`src/rtl/window3x3_gen.sv`:
```
// rtl/window3x3_gen.sv - streaming 3x3 window generator with two line buffers
// Optional macro WIN3X3_LAST_EN adds win_last for the final window of a frame.
module window3x3_gen #(
    parameter int IMG_W = 8,
    parameter int IMG_H = 8
) (
    input  logic        clk,
    input  logic        rst,
    input  logic [7:0]  pix_in,
    input  logic        in_valid,
    output logic        in_ready,
    output logic [23:0] inLine1,
    output logic [23:0] inLine2,
    output logic [23:0] inLine3,
    output logic        out_valid,
    input  logic        out_ready
`ifdef WIN3X3_LAST_EN
    ,
    output logic        win_last
`endif
);
    localparam int CW = $clog2(IMG_W);
    localparam int RW = $clog2(IMG_H);
    localparam logic [CW-1:0] COL_LAST = CW'(IMG_W - 1);
    localparam logic [RW-1:0] ROW_LAST = RW'(IMG_H - 1);
    localparam logic [CW-1:0] COL_TWO  = CW'(2);
    localparam logic [RW-1:0] ROW_TWO  = RW'(2);

    logic [CW-1:0] col_q, col_d;
    logic [RW-1:0] row_q, row_d;
    logic [23:0]   line1_q, line1_d;
    logic [23:0]   line2_q, line2_d;
    logic [23:0]   line3_q, line3_d;
    logic          out_valid_q, out_valid_d;
    logic          accept;
    logic          complete;
    logic [7:0]    lb_a_rd;
    logic [7:0]    lb_b_rd;

    logic [7:0] lb_a [IMG_W];
    logic [7:0] lb_b [IMG_W];

    assign in_ready = !out_valid_q || out_ready;
    assign accept   = in_valid && in_ready;
    assign complete = accept && (row_q >= ROW_TWO) && (col_q >= COL_TWO);
    assign lb_a_rd  = lb_a[col_q];
    assign lb_b_rd  = lb_b[col_q];

    always_comb begin
        col_d       = col_q;
        row_d       = row_q;
        line1_d     = line1_q;
        line2_d     = line2_q;
        line3_d     = line3_q;
        out_valid_d = out_ready ? 1'b0 : out_valid_q;
        if (accept) begin
            line1_d = {line1_q[15:0], lb_b_rd};
            line2_d = {line2_q[15:0], lb_a_rd};
            line3_d = {line3_q[15:0], pix_in};
            if (col_q == COL_LAST) begin
                col_d = '0;
                row_d = (row_q == ROW_LAST) ? '0 : row_q + RW'(1);
            end else begin
                col_d = col_q + CW'(1);
            end
        end
        if (complete) begin
            out_valid_d = 1'b1;
        end
    end

    always_ff @(posedge clk or negedge rst) begin
        if (!rst) begin
            col_q       <= '0;
            row_q       <= '0;
            line1_q     <= '0;
            line2_q     <= '0;
            line3_q     <= '0;
            out_valid_q <= 1'b0;
        end else begin
            col_q       <= col_d;
            row_q       <= row_d;
            line1_q     <= line1_d;
            line2_q     <= line2_d;
            line3_q     <= line3_d;
            out_valid_q <= out_valid_d;
        end
    end

    // Line buffers carry no reset; windows need two rows of the current frame first.
    always_ff @(posedge clk) begin
        if (accept) begin
            lb_b[col_q] <= lb_a_rd;
            lb_a[col_q] <= pix_in;
        end
    end

    assign inLine1   = line1_q;
    assign inLine2   = line2_q;
    assign inLine3   = line3_q;
    assign out_valid = out_valid_q;

`ifdef WIN3X3_LAST_EN
    logic win_last_q, win_last_d;

    always_comb begin
        win_last_d = out_ready ? 1'b0 : win_last_q;
        if (complete) begin
            win_last_d = (row_q == ROW_LAST) && (col_q == COL_LAST);
        end
    end

    always_ff @(posedge clk or negedge rst) begin
        if (!rst) begin
            win_last_q <= 1'b0;
        end else begin
            win_last_q <= win_last_d;
        end
    end

    assign win_last = win_last_q;
`endif

endmodule
```
`config.mk`:
```
export PLATFORM = sky130hd
export DESIGN_NAME = window3x3_gen
export DESIGN_NICKNAME = d
export VERILOG_FILES = /design/src/rtl/window3x3_gen.sv
export SDC_FILE = /design/constraint.sdc
export NUM_CORES = 1
export LEC_CHECK = 0
export BUFFER_PORTS_ARGS = -buffer_cell sky130_fd_sc_hd__buf_2
export CORE_ASPECT_RATIO = 1.25
export CORE_UTILIZATION = 50
export CTS_BUF_LIST = sky130_fd_sc_hd__clkbuf_16
export CTS_CLUSTER_DIAMETER = 120
export DETAILED_ROUTE_END_ITERATION = 10
export GPL_TIMING_DRIVEN = 0
export PLACE_DENSITY = 0.73
export SYNTH_ARGS = -nofsm -noshare
export SYNTH_HDL_FRONTEND = slang
export SYNTH_SLANG_ARGS = --single-unit
export TNS_END_PERCENT = 10
```
`constraint.sdc`:
```
create_clock -name clk -period 2.7 [get_ports clk]
set_input_delay 0.135 -clock clk [delete_from_list [all_inputs] [get_ports clk]]
set_output_delay 0.135 -clock clk [all_outputs]
set_load 0.01 [all_outputs]
```
After elaboration in Yosys (flattened, before gate mapping)

Memories as Yosys holds them, arrays and structs flattened. A register that Yosys moved wholly into a read port is not among the register bits.
Cells that the tools add are included.

$add $sub $neg: 2
Order comparisons: 2
Eq/ne operators: 2
Mux-type cells: 6
Reduce and logical (&&, ||, !) cells: 8

Operators with widths:

| operator              | count |
|---|---|
| $add A3 B1 Y3 const B | 2 |
| $eq A3 B3 Y1 const B  | 2 |
| $ge A3 B2 Y1 const B  | 2 |
| $mux W3               | 2 |
| $mux W1               | 4 |
| $logic_and A1 B1 Y1   | 3 |
| $logic_not A1 Y1      | 2 |
| $reduce_and A2 Y1     | 1 |
| $reduce_bool A2 Y1    | 1 |
| $logic_or A1 B1 Y1    | 1 |

Bits in registers: 79
RAM bits: 128
Output and inout port bits: 74
Logic and storage cells: 28
Memories kept: 2

Memory list:

| name | depth | width | rd ports | clocked after Yosys merged registers in | wr ports | RTL line | RTL |
|---|---|---|---|---|---|---|---|
| lb_a | 8     | 8     | 1        | 0                                       | 1        | 40       | `logic [7:0] lb_a [IMG_W];` |
| lb_b | 8     | 8     | 1        | 1                                       | 1        | 41       | `logic [7:0] lb_b [IMG_W];` |

Depth between registers and ports, before layout

Gate-level depths: netlist (run 1).

Depth in word-level cells: 6
Depth in mapped cells: 8
Mapped depth without buffers: 5

Least setup slack after synthesis (run 1)

No wires, ideal clock.

Path kind: reg-to-reg
Start point: register col_q[2]
End point: memory lb_a[1][0] (enable)
Library setup time: 0.409 ns
Arrival: 2.185 ns
Required time: 2.291 ns
Slack: 0.106 ns
Cell stages (with the launch flop): 6
Cell sequence: dfrtp_1 -> buf_4 -> buf_6 -> buf_4 -> buf_2 -> nor3_1

RTL lines:

| what                     | RTL line | RTL |
|---|---|---|
| start: declaration       | 29       | `logic [CW-1:0] col_q, col_d;` |
| start signal: assignment | 81       | `col_q <= col_d;` |
| end: declaration         | 40       |  |

No word-level cell before the write port.

Final worst setup path (run 1)

Start point: register col_q[0]
End point: memory lb_a[3][5] (enable)

No word-level cell before the write port.

==> results.yml, run 1 <==
logic_synthesis:
  yosysSeqAreaShare: 0.725
  avgSynthCellArea_um2: 13.5
  synth_cell_type_count: 37
  yosys_warnings: 0
  number_of_register_bits_inferred_by_synthesis: 207
  postSynthNetCount: 612
  syn-instance-count: 594
  post_synth_top_flop: "edfxtp_1"
  post_synth_instance_area_um2: 8030
  synth-async-reset-ratio: 0.382
  synth_enable_flop_cells: 128
global_route:
  overflow: 0
  grt_pass1_wl_mm: 27.0
  groute.usage.overall: 0.217
  grt_max_degree: 51
  antenna_violations_before_repair: 0
  first_global_vias: 5051
timing:
  finalCritPeriodShare: 0.942
  clock-skew-final_ps: 8.39
  final.min_clock_period_ps: 2540
  hold_viol_final: 0
  report.final.slew_viol_count: 0
  setup_violations: 0
  setup_repair_after_global_routing_missed_its_margin: "false"
  slew_headroom: 0.246
  maxClockFrequency_mhz: 393
  worst-slew-pin-transition_ps: 1130
outcome:
  run_status: "finished, final reports clean"
floorplanning:
  placeableCoreArea_um2: 15600
  io_pins: 86
  fp.dieArea_um2: 16600
  die_span_in_x_um: 115
  floorplan.initialDensity: 0.514
  chipHeight_um: 144
  num_rows: 51
pwr:
  power_report.internal_total_uw: 7280
  powerDensity_nw_per_um2: 1150
  vdd.ir_drop.worst_mv: 0.407
  total_power_uw: 11000
  leakagePower_uw: 0.00406
  p_switching_uw: 3730
  netSwitchingFraction: 0.339
  combinational_power_share: 0.324
  clock_network_fraction_of_design_power: 0.231
  seq_power_share: 0.445
placed_design:
  detailed_place.area_um2: 8900
  place_inst: 901
  hpwlAfterDp_mm: 11.8
  gp_routability_congestion: 0.797
  port_buffers: 85
finish:
  post-route-util: 0.615
  final.fill_count: 1147
  layout_cell_share_with_drive_strength_beyond_1: 0.247
  number_of_nets_at_the_end_of_the_flow: 738
  areaGrowthSynthToFinish_pct: 19.6
  fin_area_um2: 9610
  instances_no_fill: 944
  insertedDiodeCount: 0
worst_setup_path:
  class_of_the_most_critical_setup_path: "reg -> reg"
  required_ps: 2880
  critical_path_peak_fanout: 10
  worstSetupStartpointType: "register"
  data_arrival_critical_path_ps: 2720
  timing.critical_path.to_type: "register"
clocking:
  cts.htree.levels: 1
  root_buffer: "clkbuf_16"
  post-cts-setup-buffers: 0
  cts_tree: "yes"
  cts_max_path_buffers: 3
  clock_insertion_delay_worst_skew_ps: 480
  cts.clk_slew.worst_paths_ps: 60
  numClockSinks: 207
  numCtsBuffers: 19
detailed_routing:
  drt_drc_violations_left: 0
  initialDrtViolationCount: 511
  drt.antenna.violating_nets: 0
  avgViaCountPerCell: 5.42
  via_count: 5114
  avgRoutedWirePerCell_um: 18.4
  detail_route.wirelength_mm: 17.4
  first_pass_iters: 5
min_path:
  timing.hold.worst.class: "in -> reg"
run:
  maxCapViolCount: 0
routing by layer:
layer	GRT usage	routed length, um	part of all wire
met4	0.0957	544	0.031
met3	0.0371	1150	0.066
met2	0.373	8960	0.52
met5	0	0	0
met1	0.269	6720	0.39
Yosys cell counts, drive strengths merged (2+ instances only):
cell type	instances	area [um^2]
nand2	183	687
edfxtp	128	3840
dfrtp	79	1980
mux2i	27	270
mux2	23	263
buf	21	128
nor2	21	78.8
o21ai	13	65.1
clkbuf	11	41.3
a31oi	9	56.3
o22ai	9	56.3
a21oi	8	40.0
a221oi	7	61.3
nor3	7	35.0
ha	6	75.1
inv	6	22.5
mux4	5	113
a211o	4	35.0
nand2b	4	25.0
a21o	3	22.5
and2	3	18.8
a22oi	2	15.0
and3	2	12.5
nand3	2	10.0
nand3b	2	15.0
nor3b	2	15.0
cells in the final DEF (no fill, tap or decap), drive strengths merged, types with 5 or more instances in the layout:
master	Yosys	routed
nand2	183	183
edfxtp	128	128
buf	21	116
dfrtp	79	79
clkbuf	11	30
mux2i	27	27
mux2	23	23
nor2	21	21
o21ai	13	13
inv	6	12
dlygate4sd3	0	10
o22ai	9	9
a31oi	9	9
a21oi	8	8
a221oi	7	7
nor3	7	7
ha	6	6
mux4	5	5
clkinv	0	5
metrics by stage:
stage	TNS [ps]	hold slack, ps	worst slack [ps]
final	0	41.3	158
after global routing	0	117	64.4
after CTS	0	30.4	45.8
after detailed placement	-1850	89.7	-208
after global placement	-85140	429	-1090
after floorplan	0	-161	106
power by group through the flow:
stage / Sequential, uW / Clock, uW / Combinational [uW]
2_1_floorplan: 5090 / 0 / 1900
3_3_place_gp: 4930 / 0 / 3300
3_5_place_dp: 4960 / 0 / 3510
4_1_cts: 4900 / 2590 / 3560
5_1_grt: 4970 / 2730 / 3900
6_report: 4890 / 2550 / 3570
layout make-up:
cell class,instances,area [um^2],area share
buffer,32,169,0.0176
clock inverter,14,113,0.0117
clock buffer,19,475,0.0495
inverter,6,22.5,0.00234
timing repair buffer,105,676,0.0703
sequential,207,5820,0.606
tap,212,265,0.0276
multi-input combinational,349,2070,0.215
critical path, cell delays in order (launching register included):
cell      delay, ps
dfrtp_1         380
buf_6           180
clkbuf_1        430
nand2_1         230
nor3_2          740
buf_6           270
kinds of logic (layout without fill, tap and decap cells):
family | after synthesis | after routing | synth area share
and+or+nand+nor | 230 | 230 | 0.115
DFF | 207 | 207 | 0.725
AOI/OAI and AO/OA | 58 | 58 | 0.0467
muxes | 55 | 55 | 0.0804
buffers and inverters | 38 | 176 | 0.0238
adders and majority gates | 6 | 6 | 0.00935
sequential cells by signal, summed over array words and instances, names as in the netlist:
name / flops
col_q: 3
out_valid: 1
inLine1: 24
inLine3: 24
lb_b: 64
lb_a: 64
inLine2: 24
row_q: 3
repair_timing:
action,CTS,global route
endpoints found under the hold margin,136,0
hold buffers,10,0
endpoints found under the setup margin,9,18
pin swaps,0,0
gates resized for setup,1,2
final timing paths:
kind,from,endpoint,slack (ps),cells after the start
worst min register to register,inLine2[23]$_DFFE_PN0P_,inLine2[23]$_DFFE_PN0P_,470,2
min in group asynchronous,rst,inLine2[21]$_DFFE_PN0P_,120,2
worst max-delay path,col_q[0]$_DFFE_PN0P_,lb_a[3][5]$_DFFE_PP_,160,5
worst max register to register,col_q[0]$_DFFE_PN0P_,lb_a[3][5]$_DFFE_PP_,160,5
max in group asynchronous,rst,row_q[1]$_DFFE_PN0P_,2010,3
worst min-delay path,out_ready,out_valid$_DFFE_PN0P_,40,3
Note: power is estimated with default switching activity, not from simulation.
==> inputs of run 2 (changes only) <==
- PLACE_DENSITY: 0.73 -> 0.72
==> results.yml, run 2 (synthesized netlist as in run 1, its figures left out) <==
outcome:
  run_status: "finished, final reports clean"
pwr:
  powerDensity_nw_per_um2: 1140
  vdd.ir_drop.worst_mv: 0.471
  total_power_uw: 11000
  leakagePower_uw: 0.00407
min_path:
  timing.hold.worst.class: "in -> reg"
  timing.hold.worst_path_depth: 3
  hp-start: "out_ready"
  timing.hold.worst_endpoint: "out_valid$_DFFE_PN0P_"
detailed_routing:
  drt.antenna.violating_nets: 0
  initialDrtViolationCount: 390
  via_count: 5073
  first_pass_iters: 4
  avgViaCountPerCell: 5.36
  avgRoutedWirePerCell_um: 18.2
  drt_drc_violations_left: 0
  detail_route.wirelength_mm: 17.3
clocking:
  root_buffer: "clkbuf_16"
  cts.htree.levels: 1
  cts.clk_slew.worst_paths_ps: 60
  cts_max_path_buffers: 3
  cts_tree: "yes"
  numCtsBuffers: 20
  numClockSinks: 207
  clock_insertion_delay_worst_skew_ps: 490
  post-cts-setup-buffers: 0
worst_setup_path:
  worst-r2r-cell-count: 7
  setup.worst_path.start: "col_q[2]$_DFFE_PN0P_"
  crit_path_top_delay_cell: "nor2_2"
  data_arrival_critical_path_ps: 2730
  cpPeakStageDelay_ps: 540
  critical_path.reg2reg.startpoint: "col_q[2]$_DFFE_PN0P_"
  critical_path.top_delay_family: "buffers and inverters"
  timing.critical_path.to_type: "register"
  worstSetupStartpointType: "register"
  timing.critical_path.buf_inv: 5
  critical_path_peak_fanout: 10
  crit_path_cell_trace: "buf_4, buf_6, buf_4, buf_2, nand2_1, nor2_2, buf_8"
  cp_common_cell: "buf_4"
  class_of_the_most_critical_setup_path: "reg -> reg"
  required_ps: 2890
  reg2reg_slack_ps: 160
  worstReg2RegEnd: "lb_b[7][1]$_DFFE_PP_"
global_route:
  overflow: 0
  antenna_violations_before_repair: 0
  groute.usage.overall: 0.218
  grt_max_degree: 47
  first_global_vias: 4958
  grt_pass1_wl_mm: 26.8
finish:
  areaGrowthSynthToFinish_pct: 19.6
  number_of_nets_at_the_end_of_the_flow: 739
  top_library_cells_by_usage_in_the_layout_fill_and_taps_aside: "nand2_1, edfxtp_1, buf_2, dfrtp_1, mux2i_1"
  instances_no_fill: 947
  insertedDiodeCount: 0
  top_regs: "lb_a x64, lb_b x64"
  layout_commonest_cell: "nand2_1"
  layout_cell_share_with_drive_strength_beyond_1: 0.242
  fin_area_um2: 9610
timing:
  slew_headroom: 0.204
  maxClockFrequency_mhz: 394
  setup_repair_after_global_routing_missed_its_margin: "false"
  finalCritPeriodShare: 0.939
  clock-skew-final_ps: 10.8
  setup_violations: 0
  final.min_clock_period_ps: 2540
  worst-slew-pin-transition_ps: 1190
  hold_viol_final: 0
  report.final.slew_viol_count: 0
  fin_worst_hold_slack_ps: 44.7
floorplanning:
  io_pins: 86
  num_rows: 51
  chipHeight_um: 144
  floorplan.initialDensity: 0.514
  placeableCoreArea_um2: 15600
  die_span_in_x_um: 115
  fp.dieArea_um2: 16600
placed_design:
  detailed_place.area_um2: 8890
  gp_routability_congestion: 0.765
  hpwlAfterDp_mm: 11.7
  place_inst: 901
  port_buffers: 85
run:
  maxCapViolCount: 0
-- run 2: cell types whose count changed in the layout (fill, tap and decap cells not counted), moves of 2 or more --
cell / previous run / this run
clkbuf_16: 19 / 22
inv_1: 11 / 15
clkinv_2: 3 / 1
bufinv_16: 2 / 0
-- run 2: worst reg2reg max path: stages, from the launching register on --
cell     delay, ps
dfrtp_1        370
buf_4          190
buf_6          190
buf_4          230
buf_2          280
nand2_1        200
nor2_2         540
buf_8          240
-- run 2: area by class of cell --
cell class                      count  area [um^2]
Tap cell                          212          265
Multi-Input combinational cell    349         2060
Clock buffer                       22          551
Buffer                             32          169
Clock inverter                     14         55.1
Timing Repair Buffer              105          662
Inverter                            6         22.5
Fill cell                        1190         6030
Sequential cell                   207         5820
-- run 2: timing repair --
| action | 4_1_cts | 5_1_grt |
|---|---|---|
| hold buffers | 10 | 0 |
| setup endpoints to repair | 9 | 9 |
| endpoints found under the hold margin | 144 | 0 |
| pin swaps | 0 | 0 |
| gates resized for setup | 1 | 1 |
-- run 2: per-layer routing --
| metal | GRT usage | vias up | wire [um] | share of wire |
|---|---|---|---|---|
| li1 | - | 2351 | - | - |
| met1 | 0.274 | 2484 | 7020 | 0.41 |
| met2 | 0.384 | 201 | 8810 | 0.51 |
| met3 | 0.0291 | 37 | 979 | 0.057 |
| met4 | 0.0759 | 0 | 464 | 0.027 |
| met5 | 0 | - | 0 | 0 |
-- run 2: stage by stage --
stage	util	TNS (ps)	setup slack, ps
6_report	0.615	0	165
5_1_grt	0.615	0	14.1
4_1_cts	0.614	0	115
3_5_place_dp	0.569	-299	-34.7
3_3_place_gp	0.558	-83820	-1090
2_1_floorplan	-	0	106
-- run 2: power breakdown --
| part | internal [uW] | switching [uW] | leakage (uW) |
|---|---|---|---|
| sequential | 4460 | 442 | 0.00212 |
| combinational | 1340 | 2190 | 0.00162 |
| clock | 1450 | 1080 | 0.000328 |
-- run 2: how the worst max path moves through the flow --
stage	end	slack, ps	cells after the start
2_1_floorplan	lb_a[1][0]$_DFFE_PP_	110	5
3_3_place_gp	lb_a[3][4]$_DFFE_PP_	-1090	4
3_5_place_dp	lb_b[4][7]$_DFFE_PP_	-30	4
4_1_cts	inLine2[5]$_DFFE_PN0P_	110	5
5_1_grt	inLine2[1]$_DFFE_PN0P_	10	5
6_report	lb_b[7][1]$_DFFE_PP_	160	7
